[src/rtl/apb4_master_bridge_if.sv]
// Purpose: bundles the request/response handshake and APB4 bus of the bridge.
// Latency: none; wiring only.
// Backpressure: carries req_ready_o / rsp_ready_i; no buffering of its own.
interface apb4_master_bridge_if #(
  parameter int ADDR_WIDTH = 32,
  parameter int DATA_WIDTH = 32
);
  localparam int STRB_WIDTH = DATA_WIDTH / 8;

  // Command port
  logic                  req_valid_i;
  logic                  req_ready_o;
  logic                  req_write_i;
  logic [ADDR_WIDTH-1:0] req_addr_i;
  logic [DATA_WIDTH-1:0] req_wdata_i;
  logic [STRB_WIDTH-1:0] req_wstrb_i;

  // Response port
  logic                  rsp_valid_o;
  logic                  rsp_ready_i;
  logic [DATA_WIDTH-1:0] rsp_rdata_o;
  logic                  rsp_err_o;
  logic                  rsp_timeout_o;

  // APB4 bus
  logic [ADDR_WIDTH-1:0] paddr;
  logic [2:0]            pprot;
  logic                  psel;
  logic                  penable;
  logic                  pwrite;
  logic [DATA_WIDTH-1:0] pwdata;
  logic [STRB_WIDTH-1:0] pstrb;
  logic                  pready;
  logic [DATA_WIDTH-1:0] prdata;
  logic                  pslverr;

  // Bridge side
  modport master (
    input  req_valid_i, req_write_i, req_addr_i, req_wdata_i, req_wstrb_i,
    output req_ready_o,
    output rsp_valid_o, rsp_rdata_o, rsp_err_o, rsp_timeout_o,
    input  rsp_ready_i,
    output paddr, pprot, psel, penable, pwrite, pwdata, pstrb,
    input  pready, prdata, pslverr
  );

  // Requester / APB peripheral side
  modport slave (
    output req_valid_i, req_write_i, req_addr_i, req_wdata_i, req_wstrb_i,
    input  req_ready_o,
    input  rsp_valid_o, rsp_rdata_o, rsp_err_o, rsp_timeout_o,
    output rsp_ready_i,
    input  paddr, pprot, psel, penable, pwrite, pwdata, pstrb,
    output pready, prdata, pslverr
  );
endinterface

[src/rtl/apb4_master_bridge.sv]
// Purpose: APB4 initiator turning single valid/ready requests into SETUP/ACCESS transfers.
// Latency: handshake -> rsp_valid_o in 3 cycles plus one per wait state; one transfer per 4 cycles.
// Backpressure: req_ready_o only in IDLE; response held until rsp_ready_i; ACCESS aborted after TIMEOUT waits.
module apb4_master_bridge #(
  parameter int ADDR_WIDTH = 32,
  parameter int DATA_WIDTH = 32,   // multiple of 8
  parameter int TIMEOUT    = 256   // 0 disables the wait-state timeout
) (
  input logic                 pclk,
  input logic                 presetn,
  apb4_master_bridge_if.master bus
);

  localparam int STRB_WIDTH = DATA_WIDTH / 8;
  localparam int CW         = (TIMEOUT == 0) ? 1 : $clog2(TIMEOUT + 1);
  localparam int unsigned TO_LAST_I = (TIMEOUT == 0) ? 0 : TIMEOUT - 1;
  // Counter value seen on the last ACCESS cycle allowed before abort
  localparam logic [CW-1:0] TO_LAST = CW'(TO_LAST_I);
  localparam logic [CW-1:0] CNT_MAX = '1;

  typedef enum logic [1:0] {
    ST_IDLE   = 2'd0,
    ST_SETUP  = 2'd1,
    ST_ACCESS = 2'd2,
    ST_RESP   = 2'd3
  } state_t;

  state_t                state_q;
  logic [CW-1:0]         wait_cnt_q;
  logic [ADDR_WIDTH-1:0] paddr_q;
  logic                  pwrite_q;
  logic [DATA_WIDTH-1:0] pwdata_q;
  logic [STRB_WIDTH-1:0] pstrb_q;
  logic                  psel_q;
  logic                  penable_q;
  logic                  rsp_valid_q;
  logic [DATA_WIDTH-1:0] rsp_rdata_q;
  logic                  rsp_err_q;
  logic                  rsp_timeout_q;

  // Transfer sequencer: latches the request, walks SETUP/ACCESS, holds the response
  always_ff @(posedge pclk or negedge presetn) begin
    if (!presetn) begin
      state_q       <= ST_IDLE;
      wait_cnt_q    <= '0;
      paddr_q       <= '0;
      pwrite_q      <= 1'b0;
      pwdata_q      <= '0;
      pstrb_q       <= '0;
      psel_q        <= 1'b0;
      penable_q     <= 1'b0;
      rsp_valid_q   <= 1'b0;
      rsp_rdata_q   <= '0;
      rsp_err_q     <= 1'b0;
      rsp_timeout_q <= 1'b0;
    end else begin
      case (state_q)
        ST_IDLE: begin
          if (bus.req_valid_i) begin
            paddr_q   <= bus.req_addr_i;
            pwrite_q  <= bus.req_write_i;
            pwdata_q  <= bus.req_wdata_i;
            // Reads never drive strobes
            pstrb_q   <= bus.req_write_i ? bus.req_wstrb_i : '0;
            psel_q    <= 1'b1;
            penable_q <= 1'b0;
            state_q   <= ST_SETUP;
          end
        end
        ST_SETUP: begin
          penable_q  <= 1'b1;
          wait_cnt_q <= '0;
          state_q    <= ST_ACCESS;
        end
        ST_ACCESS: begin
          if (bus.pready) begin
            // pready wins even on the cycle the timeout would fire
            psel_q        <= 1'b0;
            penable_q     <= 1'b0;
            rsp_valid_q   <= 1'b1;
            rsp_rdata_q   <= pwrite_q ? '0 : bus.prdata;
            rsp_err_q     <= bus.pslverr;
            rsp_timeout_q <= 1'b0;
            state_q       <= ST_RESP;
          end else if ((TIMEOUT != 0) && (wait_cnt_q == TO_LAST)) begin
            psel_q        <= 1'b0;
            penable_q     <= 1'b0;
            rsp_valid_q   <= 1'b1;
            rsp_rdata_q   <= '0;
            rsp_err_q     <= 1'b1;
            rsp_timeout_q <= 1'b1;
            state_q       <= ST_RESP;
          end else if (wait_cnt_q != CNT_MAX) begin
            // Saturates so a disabled timeout cannot wrap the counter
            wait_cnt_q <= wait_cnt_q + CW'(1);
          end
        end
        ST_RESP: begin
          if (bus.rsp_ready_i) begin
            rsp_valid_q <= 1'b0;
            state_q     <= ST_IDLE;
          end
        end
        default: state_q <= ST_IDLE;
      endcase
    end
  end

  assign bus.req_ready_o   = (state_q == ST_IDLE);
  assign bus.rsp_valid_o   = rsp_valid_q;
  assign bus.rsp_rdata_o   = rsp_rdata_q;
  assign bus.rsp_err_o     = rsp_err_q;
  assign bus.rsp_timeout_o = rsp_timeout_q;
  assign bus.paddr         = paddr_q;
  assign bus.pprot         = 3'b000;
  assign bus.psel          = psel_q;
  assign bus.penable       = penable_q;
  assign bus.pwrite        = pwrite_q;
  assign bus.pwdata        = pwdata_q;
  assign bus.pstrb         = pstrb_q;

endmodule
[src/flat_wrapper.sv]
// flat-port wrapper written by rule: the top's interface ports become plain ports
module apb4_master_bridge_flat 
#(
  parameter int ADDR_WIDTH = 32,
  parameter int DATA_WIDTH = 32,                   
  parameter int TIMEOUT    = 256                                       
)
  (pclk, presetn, bus_req_valid_i, bus_req_write_i, bus_req_addr_i, bus_req_wdata_i, bus_req_wstrb_i, bus_req_ready_o, bus_rsp_valid_o, bus_rsp_rdata_o, bus_rsp_err_o, bus_rsp_timeout_o, bus_rsp_ready_i, bus_paddr, bus_pprot, bus_psel, bus_penable, bus_pwrite, bus_pwdata, bus_pstrb, bus_pready, bus_prdata, bus_pslverr);
  apb4_master_bridge_if #(.ADDR_WIDTH(ADDR_WIDTH), .DATA_WIDTH(DATA_WIDTH)) bus_i ();
  input logic pclk;
  input logic presetn;
  input wire logic [$bits(bus_i.req_valid_i)-1:0] bus_req_valid_i;
  input wire logic [$bits(bus_i.req_write_i)-1:0] bus_req_write_i;
  input wire logic [$bits(bus_i.req_addr_i)-1:0] bus_req_addr_i;
  input wire logic [$bits(bus_i.req_wdata_i)-1:0] bus_req_wdata_i;
  input wire logic [$bits(bus_i.req_wstrb_i)-1:0] bus_req_wstrb_i;
  output wire logic [$bits(bus_i.req_ready_o)-1:0] bus_req_ready_o;
  output wire logic [$bits(bus_i.rsp_valid_o)-1:0] bus_rsp_valid_o;
  output wire logic [$bits(bus_i.rsp_rdata_o)-1:0] bus_rsp_rdata_o;
  output wire logic [$bits(bus_i.rsp_err_o)-1:0] bus_rsp_err_o;
  output wire logic [$bits(bus_i.rsp_timeout_o)-1:0] bus_rsp_timeout_o;
  input wire logic [$bits(bus_i.rsp_ready_i)-1:0] bus_rsp_ready_i;
  output wire logic [$bits(bus_i.paddr)-1:0] bus_paddr;
  output wire logic [$bits(bus_i.pprot)-1:0] bus_pprot;
  output wire logic [$bits(bus_i.psel)-1:0] bus_psel;
  output wire logic [$bits(bus_i.penable)-1:0] bus_penable;
  output wire logic [$bits(bus_i.pwrite)-1:0] bus_pwrite;
  output wire logic [$bits(bus_i.pwdata)-1:0] bus_pwdata;
  output wire logic [$bits(bus_i.pstrb)-1:0] bus_pstrb;
  input wire logic [$bits(bus_i.pready)-1:0] bus_pready;
  input wire logic [$bits(bus_i.prdata)-1:0] bus_prdata;
  input wire logic [$bits(bus_i.pslverr)-1:0] bus_pslverr;
  assign bus_i.req_valid_i = bus_req_valid_i;
  assign bus_i.req_write_i = bus_req_write_i;
  assign bus_i.req_addr_i = bus_req_addr_i;
  assign bus_i.req_wdata_i = bus_req_wdata_i;
  assign bus_i.req_wstrb_i = bus_req_wstrb_i;
  assign bus_req_ready_o = bus_i.req_ready_o;
  assign bus_rsp_valid_o = bus_i.rsp_valid_o;
  assign bus_rsp_rdata_o = bus_i.rsp_rdata_o;
  assign bus_rsp_err_o = bus_i.rsp_err_o;
  assign bus_rsp_timeout_o = bus_i.rsp_timeout_o;
  assign bus_i.rsp_ready_i = bus_rsp_ready_i;
  assign bus_paddr = bus_i.paddr;
  assign bus_pprot = bus_i.pprot;
  assign bus_psel = bus_i.psel;
  assign bus_penable = bus_i.penable;
  assign bus_pwrite = bus_i.pwrite;
  assign bus_pwdata = bus_i.pwdata;
  assign bus_pstrb = bus_i.pstrb;
  assign bus_i.pready = bus_pready;
  assign bus_i.prdata = bus_prdata;
  assign bus_i.pslverr = bus_pslverr;
  apb4_master_bridge #(.ADDR_WIDTH(ADDR_WIDTH), .DATA_WIDTH(DATA_WIDTH), .TIMEOUT(TIMEOUT)) u_core (.pclk(pclk), .presetn(presetn), .bus(bus_i));
endmodule
[config.mk]
export PLATFORM = sky130hd
export DESIGN_NAME = apb4_master_bridge_flat
export DESIGN_NICKNAME = d
export VERILOG_FILES = /design/src/rtl/apb4_master_bridge_if.sv /design/src/rtl/apb4_master_bridge.sv /design/src/flat_wrapper.sv
export SDC_FILE = /design/constraint.sdc
export NUM_CORES = 1
export LEC_CHECK = 0
export ABC_AREA = 1
export BUFFER_PORTS_ARGS = -buffer_cell sky130_fd_sc_hd__buf_2
export CORE_MARGIN = 2
export CORE_UTILIZATION = 42
export CTS_CLUSTER_SIZE = 25
export DETAILED_ROUTE_END_ITERATION = 10
export GPL_ROUTABILITY_DRIVEN = 0
export PLACE_DENSITY = 0.75
export SYNTH_ARGS = -nofsm -noshare
export SYNTH_HDL_FRONTEND = slang
export SYNTH_SLANG_ARGS = --single-unit
[constraint.sdc]
create_clock -name pclk -period 1.8 [get_ports pclk]
set_clock_uncertainty 0.1 [all_clocks]
set_input_delay 0.36 -clock pclk [delete_from_list [all_inputs] [get_ports pclk]]
set_output_delay 0.36 -clock pclk [all_outputs]
set_load 0.01 [all_outputs]
-- Word-level counts from Yosys, hierarchy flattened
Index checks and enable logic that the tools add are counted.
- register bits: 117
- output and inout port bits: 110
- add/subtract/negate cells: 1
- equal/unequal tests: 11
- muxes and demuxes: 25
- reduce and logical (&&, ||, !) cells: 13
- operators with widths (operator ; number):
    two-way mux 32 bit ; 3
    two-way mux 9 bit ; 3
    case mux 9 bit (2 select lines) ; 1
    AND reduction 3 bit ; 4
    adder 9 x 1 -> 9 bit (second input constant) ; 1
    == test 9 x 8 -> 1 bit (second input constant) ; 1
    two-way mux 1 bit ; 9
    inequality test 9 bit (second input constant) ; 1
    two-way mux 2 bit ; 4
    inequality test 2 bit (second input constant) ; 4
    case mux 2 bit (4 select lines) ; 1
    nonzero test 2 bit ; 4
    == test 2 bit (second input constant) ; 2
    two-way mux 4 bit ; 1
    case mux 1 bit (2 select lines) ; 2
    AND reduction 2 bit ; 2
    AND reduction 4 bit ; 1
    inequality test 3 x 2 -> 1 bit (second input constant) ; 1
    case mux 1 bit (3 select lines) ; 1
    nonzero test 3 bit ; 1
    == test 2 x 1 -> 1 bit (second input constant) ; 1
    logical NOT 2 bit ; 1
    inequality test 2 x 1 -> 1 bit (second input constant) ; 1

-- Depth between registers and ports, before layout
- word-level depth: 5
- depth in mapped cells: 12
- depth with buffers taken out: 11

-- Worst setup path after synthesis
OpenSTA, ideal clock, no wires.
- kind: flip-flop to flip-flop
- start: register u_core.wait_cnt_q[0]
- end: register u_core.rsp_rdata_q[10] (netlist: u_core.bus.rsp_rdata_o[10])
- library setup time: 0.133 ns
- data arrival time: 1.746 ns
- required time: 1.567 ns
- path slack: -0.179 ns
- cell stages (with the launch flop): 11
- path buffers: 2
- path through: dfrtp_1 > ha_1 > nand3_1 > nor2_1 > and3_1 > ha_1 > o21ai_2 > buf_4 > buf_2 > nand2_1 > o21ai_0
- cells in the longest elaborated chain, start to end: 3
- RTL lines (what ; RTL line ; RTL):
    start: declaration ; apb4_master_bridge.sv:29 ; logic [CW-1:0] wait_cnt_q;
    start signal: assignment ; apb4_master_bridge.sv:95 ; wait_cnt_q <= wait_cnt_q + CW'(1);
    == test 9 x 8 -> 1 bit ; apb4_master_bridge.sv:85 ; end else if ((TIMEOUT != 0) && (wait_cnt_q == TO_LAST)) begin
    nonzero test 2 bit (no line) ; n/a ;
    AND reduction 2 bit (no line) ; n/a ;
    end signal: assignment ; apb4_master_bridge.sv:81 ; rsp_rdata_q <= pwrite_q ? '0 : bus.prdata;
    end: declaration ; apb4_master_bridge.sv:37 ; logic [DATA_WIDTH-1:0] rsp_rdata_q;
No other way between the ends.
A chain may end at the register's enable or synchronous reset.

-- Worst setup path after layout
- start: register u_core.wait_cnt_q[1]
- end: register u_core.rsp_rdata_q[23] (netlist: u_core.bus.rsp_rdata_o[23])
Same word-level chain as after synthesis.

==> key figures <==
Yosys
  • Synthesized area: 4820 sq um
  • Avg Inst Size Synth: 8.82 sq um
  • Synthesis-stage register bit count: 117
  • Largest area contributor in the netlist: dfrtp_1
  • Seq/Total Area, Yosys: 60.7%
  • Cell variety after synth: 27
  • Post-synth top area share: 60.7%
  • Synth top area cells: dfrtp_1, nand2_1, o21ai_0
  • Ys Warns: 0
  • Syn Inst Count: 547

Pwr
  • Sw Share: 36.0%
  • Sw Pwr: 4550 uW
  • Leakage: 0.00408 uW
  • Peak supply drop: 0.000906 V
  • Internal power: 8090 uW
  • Final total power: 12600 uW
  • P per Cell Area: 1740 nW/um^2
  • Combinational share of power: 39.6%
  • Clock power frac: 26.4%
  • Flop pwr share: 34.0%

STA
  • Final worst setup slack: -0.132 ns
  • WHS: 0.0368 ns
  • Unrepaired setup endpoints after global routing: true
  • Fmax achieved: 0.518 GHz
  • Fin crit share: 107%
  • Tmin final: 1.93 ns
  • Final setup violating endpoints: 39
  • Final hold violations: 0
  • Max Slew Vio Count: 0

Route
  • Vias: 4558
  • DR pass1 iterations: 4
  • DR WL/cell: 13.9 microns
  • Vias/cell: 4.75
  • Starting DRT DRC Count: 195
  • Post-route ant nets: 0
  • Post-route DRC violation count: 0
  • Final WL: 13300 microns

Clocking
  • CTS Buf Count: 17
  • Clock buffer depth: 2
  • Num Clock Sinks: 117
  • Worst-Skew Late Latency: 0.41 ns
  • Root Buffer: clkbuf_16
  • CTS clk-pin slew, worst paths: 0.05 ns
  • CTS tree: built
  • Htree depth: 4

Job
  • Max-cap violation count: 0

Worst setup path
  • CP Max Fanout: 6
  • Nature of the critical path startpoint: flop
  • Worst setup EP type: flop
  • Kind of critical path: flop to flop
  • CP required: 1.99 ns
  • Reg2reg path depth: 9
  • Worst EP arrival: 2.12 ns
  • Reg2Reg Launch Point: u_core.wait_cnt_q[1]
  • Reg2Reg Setup Slack: -0.13 ns
  • Reg2Reg Capture Point: u_core.bus.rsp_rdata_o[23]

Die
  • DIE WIDTH: 111 microns
  • Initial Utilization: 42.6%
  • Die H: 111 microns
  • Core ar.: 11300 sq um
  • FP Rows: 39
  • IO Count: 217
  • Die area: 12400 sq um

Layout
  • Fill cell count: 919
  • Antenna diode count: 0
  • Most common cell after layout, fill and taps aside: nand2_1
  • P&R area growth vs syn: 50.8%
  • Most frequent cells in the layout: nand2_1, buf_2, dfrtp_1
  • Nets: 917
  • Share of cells above drive strength 1: 43.0%

Status
  • Failing checks: setup timing
  • Status: complete, but fails checks

Worst hold path
  • Hold path depth: 3
  • Hold worst-path end: u_core.bus.pwdata[30]
  • HP Start: bus_req_wdata_i[30]
  • Worst Hold Class: input port to flop

GRT
  • Largest net degree at the start of global routing: 66
  • Initial antenna violation count: 0
  • Grt ovf: 0
  • First-pass GRT wire length: 21000 microns
  • Vias in the first global route: 4550
  • Total Routing Usage GR: 21.1%

Placement
  • Port-buffer cells: 213
  • DP HPWL: 8530 microns
-- cell type report --
| class | count | area, sq um | share of cell area (%) |
|---|---|---|---|
| clock buffers | 23 | 488 | 6.71 |
| clock inverters | 9 | 100 | 1.38 |
| inverters | 15 | 56.3 | 0.774 |
| multi-input cells | 387 | 1890 | 26.1 |
| flip-flops and latches | 117 | 2930 | 40.3 |
| well taps | 143 | 179 | 2.46 |
| repair buffers | 265 | 1630 | 22.4 |
-- power by group through the flow --
stage / Sequential (uW) / Combinational, uW / Clock [uW]
finish: 4300 / 5000 / 3340
global route: 4430 / 5530 / 3530
CTS: 4250 / 4390 / 3400
detailed placement: 4250 / 4160 / 0
global placement: 4210 / 4000 / 0
floorplan: 4730 / 1920 / 0
-- layer usage --
metal	routed length [microns]	global-route usage [%]	up-vias	share of wire [%]
li1	-	-	2211	-
met2	6410	33.8	200	48
met1	5490	25.5	2111	41
met4	417	10.6	0	3.1
met3	991	7.00	36	7.4
met5	0	0	-	0
-- worst max-delay path by stage --
stage	slack, ns	start	cells after the start	end
after floorplan	-0.06	u_core.wait_cnt_q[0]	11	u_core.wait_cnt_q[6]
after global placement	-0.10	u_core.wait_cnt_q[1]	11	u_core.wait_cnt_q[0]
after detailed placement	-0.27	u_core.wait_cnt_q[1]	11	u_core.wait_cnt_q[0]
after CTS	-0.07	u_core.wait_cnt_q[1]	11	u_core.wait_cnt_q[4]
after global routing	-0.21	u_core.wait_cnt_q[0]	10	u_core.bus.rsp_rdata_o[23]
final	-0.13	u_core.wait_cnt_q[1]	9	u_core.bus.rsp_rdata_o[23]
-- metrics by stage --
step	instances	TNS (ns)	setup WS [ns]	utilization (%)	area, sq um
6_report	959	-3.55	-0.132	64.2	7270
2_1_floorplan	549	-1.74	-0.0606	-	4890
4_1_cts	940	-1.38	-0.0711	60.8	6880
3_3_place_gp	899	-0.981	-0.100	54.6	6180
3_5_place_dp	899	-3.29	-0.266	54.6	6180
5_1_grt	959	-6.65	-0.211	64.2	7270
-- cells by family after synthesis --
family | Yosys count | share of synthesized area [%]
buf+inv | 45 | 4.98
flops | 117 | 60.7
fa+ha+maj | 7 | 1.82
other cells | 1 | 0.0778
simple gates | 322 | 26.0
compound gates | 54 | 6.25
xor+xnor | 1 | 0.182
-- synth_stat cells (all sizes together) --
library cell / n
o22ai: 1
nand3: 9
xor2: 1
o211ai: 2
o22a: 1
conb: 1
dfrtp: 117
ha: 7
nand4: 4
buf: 26
o21a: 1
o21ai: 45
inv: 15
nand2: 297
and3: 1
nor2: 11
a21oi: 4
clkbuf: 4
-- sequential cells by signal (all words and copies together), names as in the netlist --
signal and count:
u_core.state_q 2, u_core.wait_cnt_q 9, u_core.bus.pstrb 4, u_core.bus.psel 1, u_core.bus.pwdata 32, u_core.bus.pwrite 1, u_core.bus.penable 1, u_core.bus.rsp_err_o 1
u_core.bus.rsp_timeout_o 1, u_core.bus.rsp_rdata_o 32, u_core.bus.rsp_valid_o 1, u_core.bus.paddr 32
-- critical path, stage by stage (launching register included) --
cell and delay (ns):
dfrtp_1 0.40, ha_4 0.18, nand3_4 0.07, nor2_4 0.05, and3_4 0.19, ha_4 0.17
o21ai_4 0.22, buf_6 0.18, clkbuf_16 0.16, o21ai_1 0.08
-- what timing repair did --
item / in CTS / in global routing
endpoints found under the setup margin: 45 / 59
pin swaps: 7 / 6
hold buffers: 1 / 0
buffers inserted: 8 / 12
hold endpoints to repair: 24 / 0
gates resized for setup: 23 / 58
gates cloned: 0 / 7
No activity file was read; power rests on OpenSTA's default activity.
